--- src/rtl/sw_debounce_sampler_if.sv ---
// Bundle of the raw switch inputs and the debounced outputs of sw_debounce_sampler.
// The master drives the switches and the enable. The slave (the sampler) drives the clean A..E and the change strobes.
interface sw_debounce_sampler_if;
    logic [4:0] sw;
    logic       en;
    logic       A;
    logic       B;
    logic       C;
    logic       D;
    logic       E;
    logic       upd;
    logic [4:0] chg;
    logic       busy;

    modport master (
        output sw,
        output en,
        input  A,
        input  B,
        input  C,
        input  D,
        input  E,
        input  upd,
        input  chg,
        input  busy
    );

    modport slave (
        input  sw,
        input  en,
        output A,
        output B,
        output C,
        output D,
        output E,
        output upd,
        output chg,
        output busy
    );
endinterface

--- src/rtl/sw_debounce_sampler.sv ---
// Debounces five async switch lines into registered A..E, with a one-cycle upd strobe and a chg mask on each commit.
// A stable new level commits 2+DB_CYCLES edges after first sampling; there is no backpressure, and en=0 suspends settling.
module sw_debounce_sampler #(
    parameter int DB_CYCLES = 4,
    parameter int CNT_W     = 16
) (
    input  logic                  clk,
    input  logic                  rst_n,
    sw_debounce_sampler_if.slave  bus
);

    typedef enum logic {
        ST_IDLE   = 1'b0,
        ST_SETTLE = 1'b1
    } state_t;

    localparam logic [CNT_W-1:0] CNT_LAST = CNT_W'(DB_CYCLES - 1);

    logic [4:0]       sync1_d, sync1_q;
    logic [4:0]       sync2_d, sync2_q;
    logic [4:0]       out_d,   out_q;
    logic [4:0]       cand_d,  cand_q;
    logic [CNT_W-1:0] cnt_d,   cnt_q;
    logic             upd_d,   upd_q;
    logic [4:0]       chg_d,   chg_q;
    state_t           state_d, state_q;

    logic [4:0] sw_s;
    assign sw_s = sync2_q;

    always_ff @(posedge clk or negedge rst_n) begin
        if (!rst_n) begin
            sync1_q <= '0;
            sync2_q <= '0;
            out_q   <= '0;
            cand_q  <= '0;
            cnt_q   <= '0;
            upd_q   <= 1'b0;
            chg_q   <= '0;
            state_q <= ST_IDLE;
        end else begin
            sync1_q <= sync1_d;
            sync2_q <= sync2_d;
            out_q   <= out_d;
            cand_q  <= cand_d;
            cnt_q   <= cnt_d;
            upd_q   <= upd_d;
            chg_q   <= chg_d;
            state_q <= state_d;
        end
    end

    // The synchronizer ignores en so that sw_s is already current when sampling resumes.
    always_comb begin
        sync1_d = bus.sw;
        sync2_d = sync1_q;
    end

    always_comb begin
        state_d = state_q;
        cand_d  = cand_q;
        cnt_d   = cnt_q;
        out_d   = out_q;
        upd_d   = 1'b0;
        chg_d   = '0;

        case (state_q)
            ST_IDLE: begin
                if (bus.en && (sw_s != out_q)) begin
                    cand_d  = sw_s;
                    cnt_d   = '0;
                    state_d = ST_SETTLE;
                end
            end
            ST_SETTLE: begin
                if (!bus.en) begin
                    cnt_d   = '0;
                    state_d = ST_IDLE;
                end else if (sw_s == out_q) begin
                    // The bounce returned to the committed value, so there is nothing to report.
                    cnt_d   = '0;
                    state_d = ST_IDLE;
                end else if (sw_s != cand_q) begin
                    cand_d = sw_s;
                    cnt_d  = '0;
                end else if (cnt_q == CNT_LAST) begin
                    out_d   = cand_q;
                    upd_d   = 1'b1;
                    chg_d   = cand_q ^ out_q;
                    cnt_d   = '0;
                    state_d = ST_IDLE;
                end else begin
                    cnt_d = cnt_q + CNT_W'(1);
                end
            end
            default: begin
                state_d = ST_IDLE;
                cnt_d   = '0;
            end
        endcase
    end

    assign bus.A    = out_q[4];
    assign bus.B    = out_q[3];
    assign bus.C    = out_q[2];
    assign bus.D    = out_q[1];
    assign bus.E    = out_q[0];
    assign bus.upd  = upd_q;
    assign bus.chg  = chg_q;
    assign bus.busy = (state_q == ST_SETTLE);

endmodule

--- src/flat_wrapper.sv ---
// flat-port wrapper written by rule: the top's interface ports become plain ports
module sw_debounce_sampler_flat 
#(
    parameter int DB_CYCLES = 4,
    parameter int CNT_W     = 16
)
  (clk, rst_n, bus_sw, bus_en, bus_A, bus_B, bus_C, bus_D, bus_E, bus_upd, bus_chg, bus_busy);
  sw_debounce_sampler_if bus_i ();
  input  logic clk;
  input  logic rst_n;
  input wire logic [$bits(bus_i.sw)-1:0] bus_sw;
  input wire logic [$bits(bus_i.en)-1:0] bus_en;
  output wire logic [$bits(bus_i.A)-1:0] bus_A;
  output wire logic [$bits(bus_i.B)-1:0] bus_B;
  output wire logic [$bits(bus_i.C)-1:0] bus_C;
  output wire logic [$bits(bus_i.D)-1:0] bus_D;
  output wire logic [$bits(bus_i.E)-1:0] bus_E;
  output wire logic [$bits(bus_i.upd)-1:0] bus_upd;
  output wire logic [$bits(bus_i.chg)-1:0] bus_chg;
  output wire logic [$bits(bus_i.busy)-1:0] bus_busy;
  assign bus_i.sw = bus_sw;
  assign bus_i.en = bus_en;
  assign bus_A = bus_i.A;
  assign bus_B = bus_i.B;
  assign bus_C = bus_i.C;
  assign bus_D = bus_i.D;
  assign bus_E = bus_i.E;
  assign bus_upd = bus_i.upd;
  assign bus_chg = bus_i.chg;
  assign bus_busy = bus_i.busy;
  sw_debounce_sampler #(.DB_CYCLES(DB_CYCLES), .CNT_W(CNT_W)) u_core (.clk(clk), .rst_n(rst_n), .bus(bus_i));
endmodule
--- config.mk ---
export PLATFORM = sky130hd
export DESIGN_NAME = sw_debounce_sampler_flat
export DESIGN_NICKNAME = d
export VERILOG_FILES = /design/src/rtl/sw_debounce_sampler_if.sv /design/src/rtl/sw_debounce_sampler.sv /design/src/flat_wrapper.sv
export SDC_FILE = /design/constraint.sdc
export NUM_CORES = 1
export LEC_CHECK = 0
export ABC_AREA = 1
export ABC_CLOCK_PERIOD_IN_PS = 1800
export BUFFER_PORTS_ARGS = -buffer_cell sky130_fd_sc_hd__buf_2
export CAP_MARGIN = 25
export CORE_ASPECT_RATIO = 0.7
export CORE_MARGIN = 2
export CORE_UTILIZATION = 45
export DETAILED_ROUTE_END_ITERATION = 8
export PLACE_DENSITY = 0.68
export SYNTH_ARGS = -nofsm -noshare
export SYNTH_HDL_FRONTEND = slang
export SYNTH_SLANG_ARGS = --single-unit
--- constraint.sdc ---
create_clock -name clk -period 1.8 [get_ports clk]
set_input_delay 0.09 -clock clk [delete_from_list [all_inputs] [get_ports clk]]
set_output_delay 0.09 -clock clk [all_outputs]
set_load 0.02 [all_outputs]
### Yosys cells after proc, flatten, opt, wreduce, memory -nomap -nowiden

Cells that the tools add are included.
Widths: inputs -> output; s select.

* $lt $le $gt $ge: 0
* mux-type cells: 27
* bitwise logic cells: 4
* shift-type cells: 0
* divide/modulo/power cells: 0
* eq/ne operators: 8
* $mul: 0
* reduce and logical (&&, ||, !) cells: 3
* $add $sub $neg: 1

Operators with widths (number)
* $mux 16: 5
* $mux 5: 9
* $pmux 16 s2: 1
* $add 16x1->16 const B: 1
* $eq 16x2->1 const B: 1
* $mux 1: 10
* $ne 5x5->1: 2
* $pmux 5 s2: 1
* $ne 2x2->1 const B: 3
* $eq 5x5->1: 1
* $reduce_and 5->1: 1
* $xor 5x5->5: 1
* $reduce_and 4->1: 1
* $not 1->1: 3
* $ne 2x1->1 const B: 1
* $pmux 1 s2: 1
* $logic_and 1x1->1: 1

* flip-flop bits (word level): 43
* output and inout bits: 12
* bits of input ports: 8
* ROM bits: 0
* latch bits: 0
* RAM bits: 0
* memories: 0
* word-level logic and storage cells: 51

### Longest topological paths before layout

Gate-level depths: netlist of run 1.

* depth after elaboration: 6
* gate-level depth with buffers: 11
* mapped depth without buffers: 10

### Worst setup path before layout of run 1

OpenSTA, ideal clock, no wires.

* path type: register to register
* start point: reg u_core.state_q, in the netlist u_core.bus.busy
* end point: reg u_core.out_q[3]
* required time: 1.682 ns
* buffers on the path: 2
* slack: 0.252 ns
* arrival: 1.430 ns
* cell stages (with the launch flop): 10
* clock period less this slack: 1.548 ns
* library setup time: 0.118 ns
* path through: dfrtp_1 -> buf_4 -> nand2_1 -> nor2b_4 -> nand3_4 -> nor2_8 -> nand2_2 -> buf_6 -> nand2_1 -> nand2_1

* longest elaborated chain between the ends: 1

RTL lines
* start, declared: line sw_debounce_sampler.sv:26 `state_t state_d, state_q;`
* start signal, assigned: line sw_debounce_sampler.sv:49 `state_q <= state_d;`
* $reduce_and 5->1 (no line)
* end signal, assigned: line sw_debounce_sampler.sv:44 `out_q <= out_d;`
* end, declared: line sw_debounce_sampler.sv:21 `logic [4:0] out_d, out_q;`

Every way passes these cells.
A chain may end at the register's enable or synchronous reset.

### Final worst setup path of run 1

* start point: reg u_core.sync2_q[4], in the netlist u_core.sw_s[4]
* end point: reg u_core.cnt_q[3]

* longest elaborated chain between the ends: 5
* elaborated cells on any way between the ends: 9
* classes of those cells: eq/ne (4); mux (4); reduce/logical (1)

RTL lines
* start, declared: line sw_debounce_sampler.sv:20 `logic [4:0] sync2_d, sync2_q;`
* start signal, assigned: line sw_debounce_sampler.sv:43 `sync2_q <= sync2_d;`
* $ne 5x5->1: line sw_debounce_sampler.sv:83 `end else if (sw_s != cand_q) begin`
* $mux 16: line sw_debounce_sampler.sv:83
* $mux 16: line sw_debounce_sampler.sv:79 `end else if (sw_s == out_q) begin`
* $mux 16: line sw_debounce_sampler.sv:76 `if (!bus.en) begin`
* $pmux 16 s2: line sw_debounce_sampler.sv:67 `case (state_q)`
* end signal, assigned: line sw_debounce_sampler.sv:46 `cnt_q <= cnt_d;`
* end, declared: line sw_debounce_sampler.sv:23 `logic [CNT_W-1:0] cnt_d, cnt_q;`

Parallel ways exist; a longest one is shown, timed or not.

==> metrics.txt, run 1 <==
CTS tree=done; largest net degree at the start of global routing=25; Req. time, crit path=just over 2 ns; Post-Layout Cell Count=~410; H-tree Lvls=2; Syn Area/Cell=approximately 7.6 sq um; fillers=roughly 500; drt total wl=roughly 5200 um; hold path endpoint=u_core.cnt_q[9]; drt initial violations=between 150 and 200; Nets=between 300 and 400; status=completed; fin crit share=92.8%; Die Span Y=64.2 um; CTS Buf Count=5; root buffer cell=clkbuf_8; power share of the clock group=35.0%; ANT cells=0; Switch Pwr=492 uW; switch share=26.4%; first-pass GRT wire length=a little under 9000 um; layout cells sized above 1=17.5%; Slew headroom=68.1%; Arrival @ worst endpoint=about 1.9 ns; die area=5780 sq um; part of the power in combinational logic=around 10%; vias in the first global route=approximately 1800; Placeable Area=around 5000 sq um; r2r setup slk=about 0.13 ns; Slew Viols, Final=0; Inst Count DP=396; crit path kind=reg -> reg; Initial Util=47.7%; drt pass-1 iters=4; library cells used by synthesis=23; Max VDD drop=roughly 0.52 mV; post-route design area=between 2000 and 3000 sq um; Final Hold Slack=approximately 0.17 ns; Clock Skew=approximately 0.0057 ns; Netlist Area Pre-Place=approximately 2300 sq um; WHS Path Cells=3; clk_lat worst skew=roughly 0.3 ns; wire per inst=roughly 13 um; worst setup margin=0.130 ns; Cell Area, Placed=roughly 2500 sq um; area of the multi-input gates=1120 sq um; Max FO, Critical Path=14; # setup viols final=0; Synth Register Bits=between 40 and 50; Flop pwr share=54.7%; hpwl dp=about 3800 um; Post-DRT Antenna Nets=0; RR Startpoint=u_core.sw_s[4]; initial antenna violation count=0; Pleak=about 0.0015 uW; worst-case reg-to-reg path depth=10; CP startpoint kind=flip-flop; syn_nets=around 320; HP Start=bus_en; register area=roughly 1100 sq um; row cnt=21; Clock Pin Slew Worst Setup and Hold Paths=approximately 0.08 ns; vias post-DR=roughly 2000; setup slack at placement=0.0277 ns; aggregate global-route resource usage=about a fifth; Buffers on Ports=19; Max-Cap Viols=0; post-CTS setup buffers=0; Sink Count=between 40 and 50; Final GP Congestion=approximately 0.92; die span in x=roughly 90 um; fmax=0.599 GHz; sequential fraction of the synthesis area=between 40% and 50%; Via-to-Cell Ratio=about 4.8; Final Hold Fails=0; DR DRC count=0; area growth from synthesis to layout=16.7%; io pins=20; fin crit period=between 1.5 and 2 ns; clock buffer depth=2; Ys Warns=0; worst-margin pin slew=0.478 ns; pwr dens=685 nW/um^2; RR Endpoint=u_core.cnt_q[3]; Critical Path End Type=flip-flop; synthesized instance count=~310; worst min path class=in -> reg; Int Pwr=roughly 1400 uW; grt ovf=0
[final cells by class]
type / instances / area share, %
multi-input combinational: 229 / 41.2
sequential: 43 / 39.5
inverter: 29 / 4.09
timing repair buffer: 33 / 8.37
clock buffer: 6 / 3.03
tap: 69 / 3.17
clock inverter: 2 / 0.598
[worst max-delay path by stage]
stage | depth (start not counted) | slack, ns | to | from
floorplan | 9 | 0.25 | u_core.out_q[3] | u_core.bus.busy
detailed placement | 8 | 0.03 | u_core.cnt_q[15] | u_core.cnt_q[0]
finish | 10 | 0.13 | u_core.cnt_q[3] | u_core.sw_s[4]
global route | 10 | -0.002 | u_core.cnt_q[10] | u_core.out_q[2]
global placement | 8 | 0.09 | u_core.cnt_q[1] | u_core.cnt_q[0]
CTS | 8 | 0.01 | u_core.cnt_q[15] | u_core.cnt_q[0]
[critical path: stages, from the launching register on]
cell and delay [ns]:
dfrtp_1 0.43, inv_1 0.08, nand2_1 0.06, nand2_1 0.06, nor2_2 0.17, nand3_4 0.18, nand2_4 0.13, inv_4 0.10
nor2_4 0.25, nand2_1 0.08, nand2_1 0.07
[synth_stat cells (all sizes together)]
cell | instances | area share, %
a21oi | 3 | 1.1
and3 | 1 | 0.27
buf | 6 | 1.9
dfrtp | 43 | 46
ha | 1 | 0.54
inv | 29 | 4.8
nand2 | 125 | 21
nand3 | 25 | 6.4
nand4 | 12 | 3.2
nor2 | 45 | 9.3
nor2b | 1 | 0.59
o21ai | 3 | 0.64
xnor2 | 5 | 1.9
xor2 | 7 | 2.6
[state kept, by name (all words and copies together), names as in the netlist]
register,count
u_core.cand_q,5
u_core.sync1_q,5
u_core.out_q,5
u_core.bus.busy,1
u_core.bus.upd,1
u_core.cnt_q,16
u_core.bus.chg,5
u_core.sw_s,5
[power by group through the flow]
| stage | logic [uW] | registers [uW] | clock network (uW) |
|---|---|---|---|
| 2_1_floorplan | 115 | 1030 | 0 |
| 3_3_place_gp | 176 | 1040 | 0 |
| 3_5_place_dp | 176 | 1040 | 0 |
| 4_1_cts | 186 | 1020 | 673 |
| 5_1_grt | 214 | 1020 | 736 |
| 6_report | 192 | 1020 | 652 |
[cells by family after synthesis]
| kind of cell | share of synthesized area, % |
|---|---|
| AND/OR/NAND/NOR | 40.3 |
| flip-flops | 46.1 |
| buffers and inverters | 6.71 |
| XOR/XNOR | 4.51 |
| AO/OA/AOI/OAI | 1.77 |
| adder cells (fa/ha/maj) | 0.536 |
[layout by cell type, fill, tap and decap left out, types with 2 or more instances in the layout]
cell	count
dfrtp_1	43
buf_4	7
xnor2_1	5
nand2_4	2
nor2_1	36
nand3_4	2
inv_1	23
clkbuf_8	6
dlygate4sd3_1	6
nor2_8	2
a21oi_2	3
inv_2	5
nor2_2	7
o21ai_0	3
nand2_1	123
nand4_1	12
buf_2	19
xor2_1	7
nand3_1	23
[per-layer routing]
metal,GRT usage (%),vias to the layer above,share of wire (%)
met3,4.48,9,6.7
met4,8.08,0,1.6
met2,25.0,64,38
met5,0,-,0
met1,31.1,892,54
li1,-,1021,-
[through the flow]
step           power [uW]  utilization (%)  setup TNS [ns]
5_1_grt              1970             55.7        -0.00274
4_1_cts              1880             55.2               0
3_5_place_dp         1210             52.0               0
3_3_place_gp         1210             52.0               0
2_1_floorplan        1150                -               0
6_report             1860             55.7               0
[repair_timing]
item	4_1_cts	5_1_grt
hold buffers	6	0
endpoints found under the setup margin	0	13
gates resized for setup	0	3
endpoints found under the hold margin	24	0
(Power assumes the default switching activity.)
==> run 2, diff against run 1 <==
Settings changed: ABC_CLOCK_PERIOD_IN_PS 1800 to 2150, PLACE_DENSITY 0.68 to 0.63.
Clock period 1.8 ns to 2.15 ns, I/O delays scaled along.
==> run 2 against run 1 <==
  * Sequential cell count unchanged
  * Fmax decreased by 4.3%
  * Design area decreased by 2.2%
  * Utilization decreased by 1.2 points
  * Count of clock-buffer cells in the layout unchanged
  * Critical endpoint is now u_core.out_q[4]
==> metrics.txt, run 2 (same netlist as run 1, synthesis figures left out) <==
status=completed; layout cells sized above 1=15.2% (-2.3 points); crit path kind=reg -> reg; CP startpoint kind=flip-flop; Final TNS setup=0 ns (unchanged); Buffers on Ports=19 (unchanged); largest net degree at the start of global routing=44 (+76%); vias in the first global route=1779 (-1.3%); total power=1650 uW (-11%); Max VDD drop=0.362 mV (-31%); CP Cell Sequence=ha_1 -> nand4_1 -> nor2_1 -> nand2_1 -> nor2_8 -> nand2_2 -> nand2_1 -> nand2_1; aggregate global-route resource usage=19.7% (+0.084 points); Int Pwr=1260 uW (-8.4%); Placeable Area=4890 sq um (unchanged); Resize count post-CTS=0 (unchanged); Sink Count=43 (unchanged); Clock Skew=0.0100 ns (+0.00437 ns); Reg with most FFs=u_core.cnt_q; most used cell, CP=nand2_1; io pins=20 (unchanged); post-route design area=2660 sq um (-2.2%); Req. time, crit path=2.34 ns (+0.30 ns); Slew Viols, Final=0 (unchanged); worst-margin pin slew=0.533 ns (+0.0554 ns); grt ovf=0 (unchanged); Post-CTS Hold Fix Bufs=6 (unchanged); commonest non-fill, non-tap cell in the layout=nand2_1; row cnt=21 (unchanged); Initial Util=47.7% (unchanged); WP buf/inv=0 (-2); Critical Path End Type=flip-flop; Pleak=0.00142 uW (-2.1%); ANT cells=0 (unchanged); vias post-DR=1971 (-0.76%); DR DRC count=0 (unchanged); Max FO, Critical Path=11 (-3); slowest stage delay, CP=0.42 ns (about the same); Arrival @ worst endpoint=1.93 ns (+0.02 ns); clock buffer depth=2 (unchanged); drt total wl=5040 um (-3.9%); Cell Area, Placed=2480 sq um (-2.3%); Switch Pwr=394 uW (-20%); fin crit period=1.75 ns (+0.0753 ns); Final Hold Slack=0.192 ns (+0.0235 ns); CP max stage cell=dfrtp_1; clk_lat worst skew=0.30 ns (about the same); root buffer cell=clkbuf_8; CTS Buf Count=5 (unchanged); Clock Pin Slew Worst Setup and Hold Paths=0.09 ns (about the same); fin crit share=81.2% (-12 points); fmax=0.573 GHz (-4.3%); Flop pwr share=51.8% (-2.9 points); worst min path class=in -> reg; drt pass-1 iters=4 (unchanged); area of the multi-input gates=1100 sq um (-1.9%); H-tree Lvls=2 (unchanged); Via-to-Cell Ratio=4.88 (+0.96%); Final GP Congestion=0.924 (+0.87%); hpwl dp=3700 um (-2.9%); pwr dens=620 nW/um^2 (-9.4%); die area=5780 sq um (unchanged); Die Span Y=64.2 um (unchanged); most frequent cells in the layout=nand2_1, dfrtp_1, nor2_1, inv_1, nand3_1; die span in x=90.0 um (unchanged); wire per inst=12.5 um (-2.2%); CTS tree=done; Final Hold Fails=0 (unchanged); critical path's top delay family=simple AND/OR/NAND/NOR gates; Max-Cap Viols=0 (unchanged); switch share=23.9% (-2.5 points); register area=1080 sq um (unchanged); Nets=343 (-2.0%); area growth from synthesis to layout=14.1%; Slew headroom=64.4% (-3.7 points); power share of the clock group=39.5% (+4.5 points); part of the power in combinational logic=8.7% (-1.6 points); fillers=447 (-8.0%); Post-DRT Antenna Nets=0 (unchanged); drt initial violations=130 (-18%); post-CTS setup buffers=0 (unchanged); max reg flops=16 (unchanged); initial antenna violation count=0 (unchanged); # setup viols final=0 (unchanged); first-pass GRT wire length=8930 um (+1.8%); RSZ-0062 raised after global routing=false
-- run 2: cell type report --
cell class / instances / area share, %
Clock buffer: 6 / 3.10
Inverter: 29 / 4.18
Tap cell: 69 / 3.24
Multi-Input combinational cell: 228 / 41.3
Sequential cell: 43 / 40.4
Clock inverter: 2 / 1.32
Timing Repair Buffer: 27 / 6.39
-- run 2: final timing paths --
kind	end	slack, ns	cells after the start	startpoint
setup / recovery	u_core.out_q[4]	0.40	8	u_core.cnt_q[0]
hold / removal	u_core.cnt_q[8]	0.19	3	bus_en
setup reg to reg	u_core.out_q[4]	0.40	8	u_core.cnt_q[0]
hold reg to reg	u_core.sw_s[0]	0.35	0	u_core.sync1_q[0]
max in group asynchronous	u_core.cnt_q[13]	1.37	3	rst_n
min in group asynchronous	u_core.cnt_q[2]	0.41	3	rst_n
-- run 2: through the flow --
step	worst slack, ns	std cells	util [%]
floorplan	0.602	306	-
global placement	0.466	390	50.8
detailed placement	0.425	390	50.8
CTS	0.415	404	54.5
global route	0.207	404	54.5
finish	0.405	404	54.5
-- run 2: routing by layer --
metal  vias up  global-route usage, %  routed length, um
met3         7                   4.36                277
met4         0                   6.73                 56
met2        50                   25.6               1910
li1       1004                      -                  -
met1       910                   31.4               2790
met5         -                      0                  0
-- run 2: tightest hold or removal path, stage by stage --
cell and delay, ns:
buf_2 0.18, nand4_1 0.12, nand2_1 0.05
-- run 2: power groups by stage --
stage | logic [uW] | clock network (uW) | registers [uW]
after floorplan | 95.9 | 0 | 865
after global placement | 135 | 0 | 870
after detailed placement | 136 | 0 | 871
after CTS | 145 | 666 | 854
after global routing | 163 | 716 | 859
final | 143 | 652 | 855
==> run 3, diff against run 2 <==
Settings changed: ABC_AREA 1 to 0, ABC_CLOCK_PERIOD_IN_PS 2150 to 1500, PLACE_DENSITY 0.63 to 0.66.
Clock period 2.15 ns to 1.5 ns, I/O delays scaled along.
==> run 3 against run 2 <==
  * The flow now finishes with violations (setup timing)
  * Global-route usage rose by 0.20 points
  * Design area up 6.3%
  * Cell count down 28%
  * Sequential cell count is the same
  * Register-to-register slack lost 0.85 ns
  * Clock skew fell by 0.0015 ns
  * Setup slack got worse by 0.85 ns
  * First-iteration DRC count fell by 31%
  * Clock power up 14%
  * Area after synthesis is 16% lower
  * Combinational power rose by 75%
==> metrics.txt, run 3 <==
Max-Cap Viols=0 (unchanged); Req. time, crit path=1.67 ns (-0.67 ns); number of synthesized flops with an enable pin=0 (unchanged); hold path endpoint=u_core.bus.busy; H-tree Lvls=2 (unchanged); die area=4900 sq um (-15%); Final GP Congestion=0.857 (-7.2%); compound-cell area share of the yosys netlist=9.01% (+7.2 points); worst setup margin=-0.442 ns (-0.847 ns); synthesized instance count=158 (-48%); aggregate global-route resource usage=19.9% (+0.20 points); # setup viols final=32 (+32); Post-Synth Adder-Cell Area=0.639% (+0.10 points); worst min path class=in -> reg; total power=2200 uW (+34%); Clock Skew=0.00850 ns (-0.00154 ns); failing checks=setup timing; CP Cell Sequence=xor2_1 -> nor4_4 -> nand3_1 -> or3_4 -> mux2_4; Post-DRT Antenna Nets=0 (unchanged); drt pass-1 iters=4 (unchanged); top-area cell type share of the netlist area=55.0% (+8.8 points); WHS Path Cells=4 (+1); wire per inst=16.0 um (+28%); pwr dens=779 nW/um^2 (+26%); DR DRC count=0 (unchanged); clock buffer depth=2 (unchanged); RR Endpoint=u_core.out_q[3]; Post-Layout Cell Count=291 (-28%); Clock Pin Slew Worst Setup and Hold Paths=0.07 ns (-0.02 ns); syn_nets=167 (-47%); most common library cells after synthesis=dfrtp_1, xnor2_1, nor2_1, xor2_1; Inst Count DP=269 (-31%); CTS Buf Count=5 (unchanged); ANT cells=0 (unchanged); status=complete, but fails checks; CTS tree=done; mux cell area share after synthesis=6.52% (+6.5 points); library cells used by synthesis=36 (+57%); first-pass GRT wire length=7670 um (-14%); Syn Area/Cell=12.4 sq um (+63%); Die Span Y=59.2 um (-7.8%); root buffer cell=clkbuf_8; r2r setup slk=-0.44 ns (-0.85 ns); die span in x=82.8 um (-8.0%); drt initial violations=90 (-31%); count leader, synth=dfrtp_1; setup slack at placement=-0.408 ns (-0.833 ns); fmax=0.515 GHz (-10%); Slew headroom=67.9% (+3.5 points); max reg flops=16 (unchanged); vias in the first global route=1649 (-7.3%); initial antenna violation count=0 (unchanged); CP max stage cell=or3_4; HP Start=bus_en; Via-to-Cell Ratio=5.35 (+9.7%); Netlist Area Pre-Place=1960 sq um (-16%); Synth Register Bits=43 (unchanged); RR Startpoint=u_core.sw_s[1]; layout cells sized above 1=49.2% (+34 points); Slew Viols, Final=0 (unchanged); Nets=244 (-29%); Sink Count=43 (unchanged); most frequent cells in the layout=buf_4, dfrtp_1, buf_2, xnor2_1, mux2_4; fin crit share=129% (+48 points); Final Hold Slack=0.214 ns (+0.0224 ns); Arrival @ worst endpoint=2.11 ns (+0.18 ns); fin crit period=1.94 ns (+0.197 ns); Max VDD drop=0.570 mV (+57%); commonest non-fill, non-tap cell in the layout=buf_4; Reg with most FFs=u_core.cnt_q; drt total wl=4650 um (-7.7%); register area=1080 sq um (+0.58%); slowest stage delay, CP=0.44 ns (+0.02 ns); Max FO, Critical Path=9 (-2); sequential fraction of the synthesis area=55.0% (+8.8 points); area growth from synthesis to layout=44.5%; Placeable Area=4250 sq um (-13%); Critical Path End Type=flip-flop; Synth area leaders=dfrtp_1, xnor2_1, xor2_1, mux2_2, mux2_4; hpwl dp=3120 um (-16%); Final Hold Fails=0 (unchanged); row cnt=20 (-4.8%); largest family of logic cells by synthesized area=simple AND/OR/NAND/NOR gates; Ys Warns=0 (unchanged); Initial Util=46.0% (-1.7 points); CP startpoint kind=flip-flop; io pins=20 (unchanged); Main synth FF type=dfrtp_1; Synth Area in XOR/XNOR=10.3% (+5.8 points); asr flop ratio synth=100% (unchanged); clk_lat worst skew=0.29 ns (about the same); worst-case reg-to-reg path depth=5 (-3); crit path kind=reg -> reg; worst-margin pin slew=0.481 ns (-0.0523 ns); simple-gate share of the synthesized area=16.3% (-24 points); area of the multi-input gates=977 sq um (-11%); fillers=320 (-28%); Buffers on Ports=19 (unchanged); RSZ-0062 raised after global routing=true; leading area contributor after synthesis=dfrtp_1; largest net degree at the start of global routing=25 (-43%); grt ovf=0 (unchanged); Pleak=0.00133 uW (-6.2%); vias post-DR=1558 (-21%)
run 3: area by class of cell:
cell class | instances | share of cell area [%]
inverter | 5 | 0.663
clock buffer | 7 | 3.05
clock inverter | 1 | 0.177
sequential | 43 | 38.2
multi-input combinational | 106 | 34.5
timing repair buffer | 74 | 20.9
tap | 55 | 2.43
run 3: worst max path at each step:
stage / startpoint / to / slack, ns / cells past startpoint
after global placement: u_core.sw_s[1] / u_core.out_q[3] / -0.33 / 5
final: u_core.sw_s[1] / u_core.out_q[3] / -0.44 / 5
after floorplan: u_core.cand_q[1] / u_core.out_q[2] / -0.38 / 6
after detailed placement: u_core.cnt_q[0] / u_core.cnt_q[10] / -0.41 / 8
after CTS: u_core.cnt_q[0] / u_core.cnt_q[5] / -0.41 / 8
after global routing: u_core.cnt_q[0] / u_core.cnt_q[3] / -0.51 / 8
run 3: worst max-delay path: cells and delay by family (launching register included):
kind / cells / cell delay (ns)
mux: 1 / 0.32
xor+xnor: 1 / 0.18
simple gates: 3 / 0.91
flops: 1 / 0.41
run 3: kinds of logic after synthesis:
family	Yosys count
and+or+nand+nor	53
DFF	43
xor gates and xnor gates	23
AOI/OAI and AO/OA	19
muxes	10
buffers and inverters	9
adders and majority gates	1
run 3: report_power, final:
part           switching, uW  total [uW]  internal [uW]  leakage, uW
sequential              24.0        1210           1190     0.000556
clock                    370         741            371    0.0000482
combinational            120         250            130     0.000726
run 3: metrics by stage:
step	util, %	setup TNS (ns)	area, sq um
6_report	66.5	-10.95	2830
5_1_grt	66.5	-13.26	2830
3_3_place_gp	58.3	-7.96	2480
3_5_place_dp	58.3	-9.96	2480
2_1_floorplan	-	-7.08	2030
4_1_cts	66.3	-10.06	2820
run 3: what timing repair did:
item,CTS,global route
hold endpoints to repair,24,0
setup endpoints to repair,33,33
gates cloned,1,0
buffers inserted,7,2
pin swaps,7,4
gates resized for setup,19,8
hold buffers,6,0
run 3: per-layer routing:
metal	up-vias	routed length [um]	global-route usage (%)
met1	776	2130	26.2
met3	6	168	5.01
met2	47	2310	33.1
li1	729	-	-
met4	0	36	6.32
met5	-	0	0
